### config.mk
export PLATFORM = sky130hd
export DESIGN_NAME = key_debouncer
export DESIGN_NICKNAME = d
export VERILOG_FILES = /design/src/rtl/key_pkg.sv /design/src/rtl/key_debounce_cell.sv /design/src/rtl/key_debouncer.sv
export SDC_FILE = /design/constraint.sdc
export NUM_CORES = 1
export LEC_CHECK = 0
export ABC_AREA = 0
export CAP_MARGIN = 20
export CORE_ASPECT_RATIO = 1.1
export CORE_MARGIN = 4
export CORE_UTILIZATION = 63
export DETAILED_ROUTE_END_ITERATION = 10
export PLACE_DENSITY = 0.95
export SLEW_MARGIN = 40
export SYNTH_ARGS = -nofsm -noshare
export SYNTH_HDL_FRONTEND = slang
export SYNTH_SLANG_ARGS = --single-unit
### constraint.sdc
create_clock -name clk -period 4.45 [get_ports clk]
set_input_delay 0.89 -clock clk [delete_from_list [all_inputs] [get_ports clk]]
set_output_delay 0.89 -clock clk [all_outputs]
set_load 0.01 [all_outputs]
### src/rtl/key_pkg.sv
// key_pkg: constants shared by the key debouncer block.
//   KEY_OFF_*          word offsets of the register window decoded by the Bridge
//   KEY_DEB_CYCLES_DEF default number of stable cycles before a key change is accepted
package key_pkg;

  localparam logic [1:0] KEY_OFF_STABLE = 2'd0;
  localparam logic [1:0] KEY_OFF_PRESS  = 2'd1;
  localparam logic [1:0] KEY_OFF_MASK   = 2'd2;
  localparam logic [1:0] KEY_OFF_REL    = 2'd3;

  localparam int unsigned KEY_DEB_CYCLES_DEF = 32'd500000;
  localparam int unsigned KEY_CNT_W_DEF      = 32'd20;

endpackage

### src/rtl/key_debounce_cell.sv
// key_debounce_cell: one key channel.
//   Two-flop synchroniser on the inverted pin, a mismatch counter and the
//   debounced state flop. A change is accepted only after DEB_CYCLES
//   consecutive cycles in which the synchronised level differs from the
//   debounced level; any agreeing cycle restarts the count.
// Ports:
//   clk       in   clock
//   rst_n     in   asynchronous active-low reset
//   key_raw_n in   raw pin level, 0 = pressed
//   stable    out  debounced state, 1 = pressed
//   rise      out  high during the cycle whose closing edge takes stable 0->1
//   fall      out  high during the cycle whose closing edge takes stable 1->0
module key_debounce_cell
  import key_pkg::*;
#(
  parameter int unsigned DEB_CYCLES = KEY_DEB_CYCLES_DEF,
  parameter int unsigned CNT_W      = KEY_CNT_W_DEF
) (
  input  logic clk,
  input  logic rst_n,
  input  logic key_raw_n,
  output logic stable,
  output logic rise,
  output logic fall
);

  localparam logic [CNT_W-1:0] CNT_MAX = CNT_W'(DEB_CYCLES - 1);

  logic             sync1_q;
  logic             sync2_q;
  logic [CNT_W-1:0] cnt_q;
  logic [CNT_W-1:0] cnt_d;
  logic             stable_q;
  logic             stable_d;
  logic             toggle;

  // The counter only runs while mismatched, and clears on the same edge the
  // state flips, so it never needs to wrap.
  always_comb begin
    cnt_d    = '0;
    stable_d = stable_q;
    toggle   = 1'b0;
    if (sync2_q != stable_q) begin
      if (cnt_q == CNT_MAX) begin
        toggle   = 1'b1;
        stable_d = ~stable_q;
      end else begin
        cnt_d = cnt_q + CNT_W'(1);
      end
    end
  end

  always_ff @(posedge clk or negedge rst_n) begin
    if (!rst_n) begin
      sync1_q  <= 1'b0;
      sync2_q  <= 1'b0;
      cnt_q    <= '0;
      stable_q <= 1'b0;
    end else begin
      sync1_q  <= ~key_raw_n;
      sync2_q  <= sync1_q;
      cnt_q    <= cnt_d;
      stable_q <= stable_d;
    end
  end

  assign stable = stable_q;
  // Pulses are aligned with the edge that updates stable, so event flags
  // set on that same edge.
  assign rise   = toggle & ~stable_q;
  assign fall   = toggle &  stable_q;

endmodule

### src/rtl/key_debouncer.sv
// key_debouncer: debounces NUM_KEYS active-low push-buttons, latches sticky
// press flags and raises a registered level interrupt.
// Optional feature macro: KEY_RELEASE_IRQ_EN adds sticky release flags at
//   offset 3 (W1C) that also feed the interrupt. Undefined: offset 3 reads 0.
// Register window (word offsets):
//   0 key_stable RO, 1 press_flg W1C, 2 irq_mask RW, 3 rel_flg W1C or zero.
//   A flag set and its W1C on the same edge leave the flag set.
// Ports:
//   clk        in   clock
//   sys_rstn   in   asynchronous active-low reset
//   key_raw    in   raw pins, 0 = pressed
//   addr       in   word offset
//   we         in   write strobe
//   wdata      in   write data
//   rdata      out  combinational read data, upper bits zero
//   key_stable out  debounced state, 1 = pressed
//   irq        out  registered interrupt request
module key_debouncer
  import key_pkg::*;
#(
  parameter int unsigned NUM_KEYS   = 8,
  parameter int unsigned DEB_CYCLES = KEY_DEB_CYCLES_DEF,
  parameter int unsigned CNT_W      = KEY_CNT_W_DEF
) (
  input  logic                clk,
  input  logic                sys_rstn,
  input  logic [NUM_KEYS-1:0] key_raw,
  input  logic [1:0]          addr,
  input  logic                we,
  input  logic [31:0]         wdata,
  output logic [31:0]         rdata,
  output logic [NUM_KEYS-1:0] key_stable,
  output logic                irq
);

  logic [NUM_KEYS-1:0] rise_vec;
  logic [NUM_KEYS-1:0] fall_vec;
  logic [NUM_KEYS-1:0] press_flg_q;
  logic [NUM_KEYS-1:0] press_flg_d;
  logic [NUM_KEYS-1:0] irq_mask_q;
  logic [NUM_KEYS-1:0] irq_mask_d;
  logic [NUM_KEYS-1:0] rel_flg_q;
  logic [NUM_KEYS-1:0] event_flg;
  logic                irq_q;
  logic                irq_d;
  logic [NUM_KEYS-1:0] wbits;

  genvar gi;
  generate
    for (gi = 0; gi < NUM_KEYS; gi++) begin : g_cell
      key_debounce_cell #(
        .DEB_CYCLES (DEB_CYCLES),
        .CNT_W      (CNT_W)
      ) u_cell (
        .clk       (clk),
        .rst_n     (sys_rstn),
        .key_raw_n (key_raw[gi]),
        .stable    (key_stable[gi]),
        .rise      (rise_vec[gi]),
        .fall      (fall_vec[gi])
      );
    end

    if (NUM_KEYS < 32) begin : g_wdata_hi
      logic unused_wdata_hi;
      assign unused_wdata_hi = ^wdata[31:NUM_KEYS];
    end
  endgenerate

  assign wbits = wdata[NUM_KEYS-1:0];

  // Clear first, then OR in new events so a coincident set wins.
  always_comb begin
    press_flg_d = press_flg_q;
    irq_mask_d  = irq_mask_q;
    if (we && addr == KEY_OFF_PRESS) press_flg_d = press_flg_d & ~wbits;
    if (we && addr == KEY_OFF_MASK)  irq_mask_d  = wbits;
    press_flg_d = press_flg_d | rise_vec;
  end

`ifdef KEY_RELEASE_IRQ_EN
  logic [NUM_KEYS-1:0] rel_flg_d;

  always_comb begin
    rel_flg_d = rel_flg_q;
    if (we && addr == KEY_OFF_REL) rel_flg_d = rel_flg_d & ~wbits;
    rel_flg_d = rel_flg_d | fall_vec;
  end

  always_ff @(posedge clk or negedge sys_rstn) begin
    if (!sys_rstn) rel_flg_q <= '0;
    else           rel_flg_q <= rel_flg_d;
  end
`else
  logic unused_fall;
  assign unused_fall = ^fall_vec;
  assign rel_flg_q   = '0;
`endif

  assign event_flg = press_flg_q | rel_flg_q;
  // irq reflects the registered flags, hence one cycle behind them.
  assign irq_d     = |(event_flg & irq_mask_q);

  always_ff @(posedge clk or negedge sys_rstn) begin
    if (!sys_rstn) begin
      press_flg_q <= '0;
      irq_mask_q  <= '0;
      irq_q       <= 1'b0;
    end else begin
      press_flg_q <= press_flg_d;
      irq_mask_q  <= irq_mask_d;
      irq_q       <= irq_d;
    end
  end

  assign irq = irq_q;

  always_comb begin
    rdata = '0;
    case (addr)
      KEY_OFF_STABLE: rdata[NUM_KEYS-1:0] = key_stable;
      KEY_OFF_PRESS:  rdata[NUM_KEYS-1:0] = press_flg_q;
      KEY_OFF_MASK:   rdata[NUM_KEYS-1:0] = irq_mask_q;
      default:        rdata[NUM_KEYS-1:0] = rel_flg_q;
    endcase
  end

endmodule
### Yosys cells after proc, flatten, opt, wreduce, memory -nomap -nowiden

Cells that the tools add are included.

| operators by class | value |
|---|---|
| $add $sub $neg | 8 |
| equal/unequal tests | 18 |
| mux-type cells | 34 |
| bitwise logic cells | 28 |
| reductions and logical operators | 12 |

Operators with widths:

| cell | count |
|---|---|
| $mux 20 | 16 |
| $add 20x1->20 const B | 8 |
| $eq 20x19->1 const B | 8 |
| $pmux 8 s3 | 1 |
| $and 8x8->8 | 2 |
| $mux 1 | 16 |
| $not 1->1 | 16 |
| $reduce_and 2->1 | 8 |
| $and 1x1->1 | 8 |
| $mux 8 | 1 |
| $ne 1x1->1 | 8 |
| $not 8->8 | 1 |
| $or 8x8->8 | 1 |
| $reduce_or 8->1 | 1 |
| $eq 2x1->1 const B | 1 |
| $eq 2x2->1 const B | 1 |
| $logic_and 1x1->1 | 2 |
| $logic_not 2->1 | 1 |

| word-level totals | value |
|---|---|
| flip-flop bits (word level) | 201 |
| output and inout bits | 41 |

### Depth between registers and ports, before layout

| logic depth | value |
|---|---|
| word-level depth | 5 |
| gate-level depth with buffers | 7 |
| gate-level depth less buffers | 5 |

### By module

From an unflattened synthesis, not the netlist that was laid out.

| unflattened totals | value |
|---|---|
| cell total of the unflattened synthesis | 1022 |
| area, all modules | 10072.2 sq um |

By module, submodules not included:

| module | times used | cells each | area an instance (sq um) |
|---|---|---|---|
| key_debounce_cell | 8 | 115 | 1126.1 |
| key_debouncer | 1 | 102 | 1063.5 |

### Worst setup path before layout

No wires, ideal clock.

| timing | value |
|---|---|
| path type | input to output |
| start point | input addr[1] |
| end point | output rdata[0] |
| arrival | 1.990 ns |
| data required time | 3.560 ns |
| path slack | 1.570 ns |
| cell stages on the path | 6 |
| cell sequence | clkbuf_1 -> nor2b_1 -> clkbuf_1 -> clkbuf_1 -> nand2_1 -> o21ai_0 |

| on the way | value |
|---|---|
| longest elaborated chain between the ends | 2 |

RTL lines:

| item | RTL line | text |
|---|---|---|
| from (decl) | key_debouncer.sv:28 | `input logic [1:0] addr,` |
| $eq 2x2->1 (tied with other cells) | key_debouncer.sv:120 | `case (addr)` |
| $pmux 8 s3 (*) | key_debouncer.sv:120 |  |
| to (decl) | key_debouncer.sv:31 | `output logic [31:0] rdata,` |

Every way passes the cells marked *; elsewhere a longest branch is shown, timed or not.

### Worst setup path after layout

| timing | value |
|---|---|
| start point | input addr[0] |
| end point | output rdata[2] |

Same word-level chain as after synthesis.

==> metrics.md <==
| Metric | Value |
|---|---|
| Status | complete, no violations |
| Post-CTS Setup Bufs | 0 |
| Max Buffers Root-to-Sink | 3 |
| CTS H-tree lvls | 1 |
| RD Place Congestion | 0.846 |
| Grt ovf | 0 |
| Top_reg_cell synth | dfrtp_1 |
| Post-Syn Area per Cell | 9.81 µm² |
| Slew Limit Fails | 0 |
| Clock network power share | 0.469 |
| CTS tree | done |
| Clock Skews | around 0.012 ns |
| DP Wirelength | around 14 mm |
| Power Total | about 4 mW |
| FMAX | ~0.25 GHz |
| Unrepaired setup endpoints after global routing | false |
| DRC viols | 0 |
| Critical Path RT | between 3 and 4 ns |
| Synth Cell Area | 10,000 µm² |
| Vias per cell | 6.07 |
| Seq/Total Area, Yosys | 0.501 |
| Initial antenna violation count | 0 |
| Switching share of power | 0.230 |
| Critical Path AT | approximately 3.1 ns |
| Routed vias | 7,782 |
| Synth top area cells | dfrtp_1, xnor2_1, nor2_1, nand4_1, nand3_1 |
| Multi-input logic area | 4610 µm² |
| Dpl cell area | between 10,000 and 15,000 µm² |
| Hold slack | 0.345 ns |
| Seq pwr share | 0.479 |
| Ports | 86 |
| Power Density | 354 nW/µm² |
| Max Cap Violations | 0 |
| Logic pwr share | 0.051 |
| Internal power | approximately 3 mW |
| # rows | 48 |
| Critical path capture point type | primary output |
| Fin crit share | 0.902 |
| Critical path startpoint category | primary input |
| Antenna violation net count after detailed routing | 0 |
| Final wirelength | around 22 mm |
| Tmin final | 4.01 ns |
| WS Path Type | primary input to primary output |
| Nets@finish | 1,119 |
| EDFF count, synth | 0 |
| IO buf count | 37 |
| Max IR drop VDD | approximately 0.34 mV |
| Worst R2R Path Depth | 5 |
| Crit Path Max Fanout | 12 |
| Gr usage total | 0.247 |
| Seq. cell area | around 5000 µm² |
| Die Y | about 140 µm |
| Clock sink total | between 200 and 250 |
| Share of cells above drive strength 1 | 0.0813 |
| Hold Fails Final Rpt | 0 |
| Switching pwr | approximately 0.9 mW |
| TritonRoute pass-1 iters | 5 |
| Num CTS Buffers | 22 |
| # setup viols final | 0 |
| Share of the synthesized area in the top cell type | 0.501 |
| Leak Pwr | around 4.5 nW |
| Cell taking the most area after synthesis | dfrtp_1 |
| First-pass GRT wire length | between 30 and 40 mm |
| #FFs+latches synth | around 200 |
| Clock Latency Late Sink | roughly 0.50 ns |
| Leading cell type in the layout, fill and taps excluded | dfrtp_1 |
| Post-cts repair resize count | 0 |
| Core box area | 15,700 µm² |
| Cells after Synth | between 1,000 and 1,500 |
| FFs w/ async S/R, synth | 1.00 |
| Setup tns final | 0 ns |
| Routed length per instance | 17.2 µm |
| Die Area | between 15,000 and 20,000 µm² |
| Fillers | approximately 1,000 |
| Starting Density | 0.641 |
| Design Area, Final | between 10,000 and 15,000 µm² |
| Synthesis warning total | 0 |
| Die X | 128 µm |
| Drt first-iter violations | 675 |
| Area grow syn2layout | 12.6% |
| Slew of the pin with the lowest slew margin | roughly 0.78 ns |
| Hold WC Path Type | primary input to asynchronous set/reset pin |
| Clock root buffer | clkbuf_16 |
| Largest net degree at the start of global routing | about 130 |
| # diodes | 0 |
| Worst slew margin | 0.473 |
| Commonest cells after routing, fill and taps aside | dfrtp_1, nor2_1, xnor2_1 |
| Distinct cells, synth | 50 |
| Clock transition at path regs | ~0.060 ns |
| Cts-stage hold buffer count | 0 |
| Vias in the first global route | ~7,700 |
final cells by class:
type / count / share of cell area
clock buffer: 28 / 0.0561
inverter: 53 / 0.0176
sequential: 201 / 0.445
tap: 200 / 0.0221
clock inverter: 12 / 0.0114
multi-input combinational: 743 / 0.407
timing repair buffer: 45 / 0.0408
kinds of logic after synthesis:
logic type / after synthesis / synth area share
multiplexers: 24 / 0.0259
flip-flops: 201 / 0.501
buffers and inverters: 103 / 0.0518
adder cells (fa/ha/maj): 8 / 0.00997
XOR/XNOR: 114 / 0.0994
AO/OA/AOI/OAI: 101 / 0.0669
AND/OR/NAND/NOR: 472 / 0.245
other: 1 / 0.000373
power groups by stage:
stage,Combinational (mW),Sequential [mW],Clock [mW]
after floorplan,0.117,1.93,0
after global placement,0.191,1.94,0
after detailed placement,0.201,1.95,0
after CTS,0.207,1.92,1.91
after global routing,0.229,1.92,1.98
final,0.206,1.92,1.88
final timing paths:
| kind | from | end | slack, ns |
|---|---|---|---|
| min in group clk | g_cell[3].u_cell.sync1_q$_DFF_PN0_ | g_cell[3].u_cell.sync2_q$_DFF_PN0_ | 0.35 |
| setup / recovery | addr[0] | rdata[2] | 0.44 |
| max in group asynchronous | sys_rstn | g_cell[5].u_cell.sync1_q$_DFF_PN0_ | 3.30 |
| hold / removal | sys_rstn | g_cell[6].u_cell.cnt_q[12]$_DFF_PN0_ | 0.35 |
| hold reg to reg | g_cell[3].u_cell.sync1_q$_DFF_PN0_ | g_cell[3].u_cell.sync2_q$_DFF_PN0_ | 0.35 |
| setup reg to reg | g_cell[0].u_cell.cnt_q[0]$_DFF_PN0_ | g_cell[0].u_cell.cnt_q[12]$_DFF_PN0_ | 1.95 |
Yosys cell counts, types with 18 or more instances:
library cell and count:
dfrtp_1 201, nor2_1 143, xnor2_1 89, nand3_1 60, nand2_1 58, inv_1 53
nand4_1 51, a21oi_1 38, nor3_1 35, buf_4 34, o21ai_0 32, nor4_1 31
or3_1 27, xor2_1 25, or4_1 18
worst max-delay path, cell delays in order:
cell             delay [ns]
clkdlybuf4s50_1        0.74
nor2b_1                0.37
buf_4                  0.27
nand2_1                0.08
o21ai_0                0.16
clkdlybuf4s50_1        0.61
flip-flops by register name, summed over array words and instances (netlist names):
signal	count
g_cell.u_cell.cnt_q	160
event_flg	8
g_cell.u_cell.stable	8
g_cell.u_cell.sync1_q	8
g_cell.u_cell.sync2_q	8
irq_mask_q	8
irq	1
metrics by stage:
stage | setup WS, ns | std cells | utilization
after global placement | 0.585 | 1240 | 0.669
after floorplan | 1.57 | 1047 | -
final | 0.436 | 1282 | 0.722
after detailed placement | 0.564 | 1242 | 0.672
after CTS | 0.468 | 1282 | 0.721
after global routing | 0.339 | 1282 | 0.722
per-layer routing:
layer,wire [µm],vias up,GRT usage,share of wire
met4,642,0,0.0877,0.029
li1,-,3640,-,-
met1,8930,3810,0.323,0.40
met5,0,-,0,0
met2,11100,281,0.416,0.50
met3,1390,51,0.0416,0.063
Note: power is estimated with default switching activity, not from simulation.
==> RTL change, RTL diff (same settings) <==
Add a define of `KEY_RELEASE_IRQ_EN`.
--- a/src/rtl/key_debouncer.sv
+++ b/src/rtl/key_debouncer.sv
@@ -16,4 +16,6 @@
 //   key_stable out  debounced state, 1 = pressed
 //   irq        out  registered interrupt request
+`define KEY_RELEASE_IRQ_EN
+
 module key_debouncer
   import key_pkg::*;
Formal check against the unedited RTL: no difference found for any inputs over 10 cycles, from zero or initial values and one cycle with sys_rstn low; that may be too few to reach the edited logic, so the function may still have changed.
==> RTL change against the unedited design <==
  * Power is 4.6% higher
  * Sequential power is 4% higher
  * Combinational power is 9% higher
  * Register-to-register slack better by 0.07 ns
  * Global-route usage is 1.6 points lower
  * Clock power is 5% higher
  * Fmax is 6.0% higher
  * Sequential share of layout area is 0.76 points higher
  * Cell area is 2.2% higher
  * Clock skew is 0.0015 ns lower
  * Synthesized area is 3.0% higher
  * Setup slack better by 0.23 ns
  * Routed wire length is 4.4% lower
  * Sequential cell count is 8 higher
  * Critical endpoint is now rdata[6]
==> RTL change: results (changes against the unedited design) <==
metric;value;unit;change
r2r_slack;2.02;ns;was 1.95 ns
crit_arrival;2.90;ns;was 3.12 ns
p_int;3.29;mW;was 3.08 mW
cts_buffers;22;;unchanged
multi_input_gates;762;;was 743
n_all_buffers;40;;was 45
drtIter0Drc;446;;was 675
dp_cells;1243;;was 1242
drive_above_1_share;7.59;%;was 8.13%
fin_ws;0.663;ns;was 0.436 ns
syn_area_per_cell;10.0;µm²;was 9.81 µm²
grt_pass1_vias;7600;;was 7701
hold_path_class;reg -> reg;;was in -> async
first_pass_iters;6;;was 5
ys_ff_latch;209;;was 201
slew_headroom;49.1;%;was 47.3%
final_cell_area;11600;µm²;was 11300 µm²
dr_wl_met3;1020;µm;was 1390 µm
fill_cells;1013;;was 1003
clockNetworkAreaShare;6.77;%;was 6.75%
sh_seq_area;45.2;%;was 44.5%
multiInputGateArea;4760;µm²;was 4610 µm²
synth_common_cells;209 x dfrtp_1, 139 x nor2_1, 79 x nand2_1;;was 201 x dfrtp_1, 143 x nor2_1, 89 x xnor2_1
globalplace.congestion;0.828;;was 0.846
gr-usage-met2;40.6;%;was 41.6%
pg_comb;0.224;mW;was 0.206 mW
hold_slack;0.346;ns;was 0.345 ns
cts_tree;done;;unchanged
antenna_found_initial;0;;unchanged
met3_usage;3.79;%;was 4.16%
pwr-share-comb;5.3;%;was 5.1%
dp_hpwl;14200;µm;was 14300 µm
ys_top_cells_by_area;dfrtp_1 51%, xnor2_1 6.0%, nor2_1 5.0%;;was dfrtp_1 50%, xnor2_1 7.8%, nor2_1 5.3%
seq_power_share;47.7;%;was 47.9%
nets;1120;;was 1119
nNonClkInverters;32;;was 53
highest_layer;met4;;unchanged
die_x;130;µm;was 128 µm
wl_met2;10900;µm;was 11100 µm
fin_cells;1281;;was 1282
fin_skew;0.0102;ns;was 0.0117 ns
via_per_inst;6.00;;was 6.07
buf_share;3.64;%;was 4.08%
p_leak;4.71;nW;was 4.50 nW
clkbuf_count;32;;was 28
wirelength;21100;µm;was 22100 µm
crit_slowest_cell;clkdlybuf4s50_1;;unchanged
slowest_delay;0.89;ns;was 0.74 ns
ys_seq_area_share;50.6;%;was 50.1%
async_flop_share;100;%;unchanged
grt_max_degree;138;;was 125
post-place-ws;0.635;ns;was 0.564 ns
drt-met1-wl;8680;µm;was 8930 µm
use_met1;29.6;%;was 32.3%
grt_use_total;23.1;%;was 24.7%
placed_area;10800;µm²;was 10500 µm²
path_max_fanout;11;;was 12
worst_ir_drop_vdd;304;µV;was 340 µV
status;complete, no violations;;unchanged
==> RTL change: cell families after synthesis <==
| kind of cell | synth area share, % |
|---|---|
| AOI/OAI and AO/OA | 5.14 |
| muxes | 4.14 |
| buffers and inverters | 4.39 |
| other | 0.0363 |
| and+or+nand+nor | 25.1 |
| adders and majority gates | 0.968 |
| DFF | 50.6 |
| xor gates and xnor gates | 9.66 |
==> RTL change: final timing paths <==
| path | from | to | depth (start not counted) |
|---|---|---|---|
| max | addr[0] | rdata[6] | 3 |
| min | g_cell[7].u_cell.sync1_q | g_cell[7].u_cell.sync2_q | 0 |
| max reg2reg | g_cell[5].u_cell.cnt_q[0] | g_cell[5].u_cell.cnt_q[10] | 5 |
| min reg2reg | g_cell[7].u_cell.sync1_q | g_cell[7].u_cell.sync2_q | 0 |
| max in group asynchronous | sys_rstn | g_cell[0].u_cell.cnt_q[11] | 2 |
| min in group asynchronous | sys_rstn | g_cell[4].u_cell.cnt_q[6] | 1 |
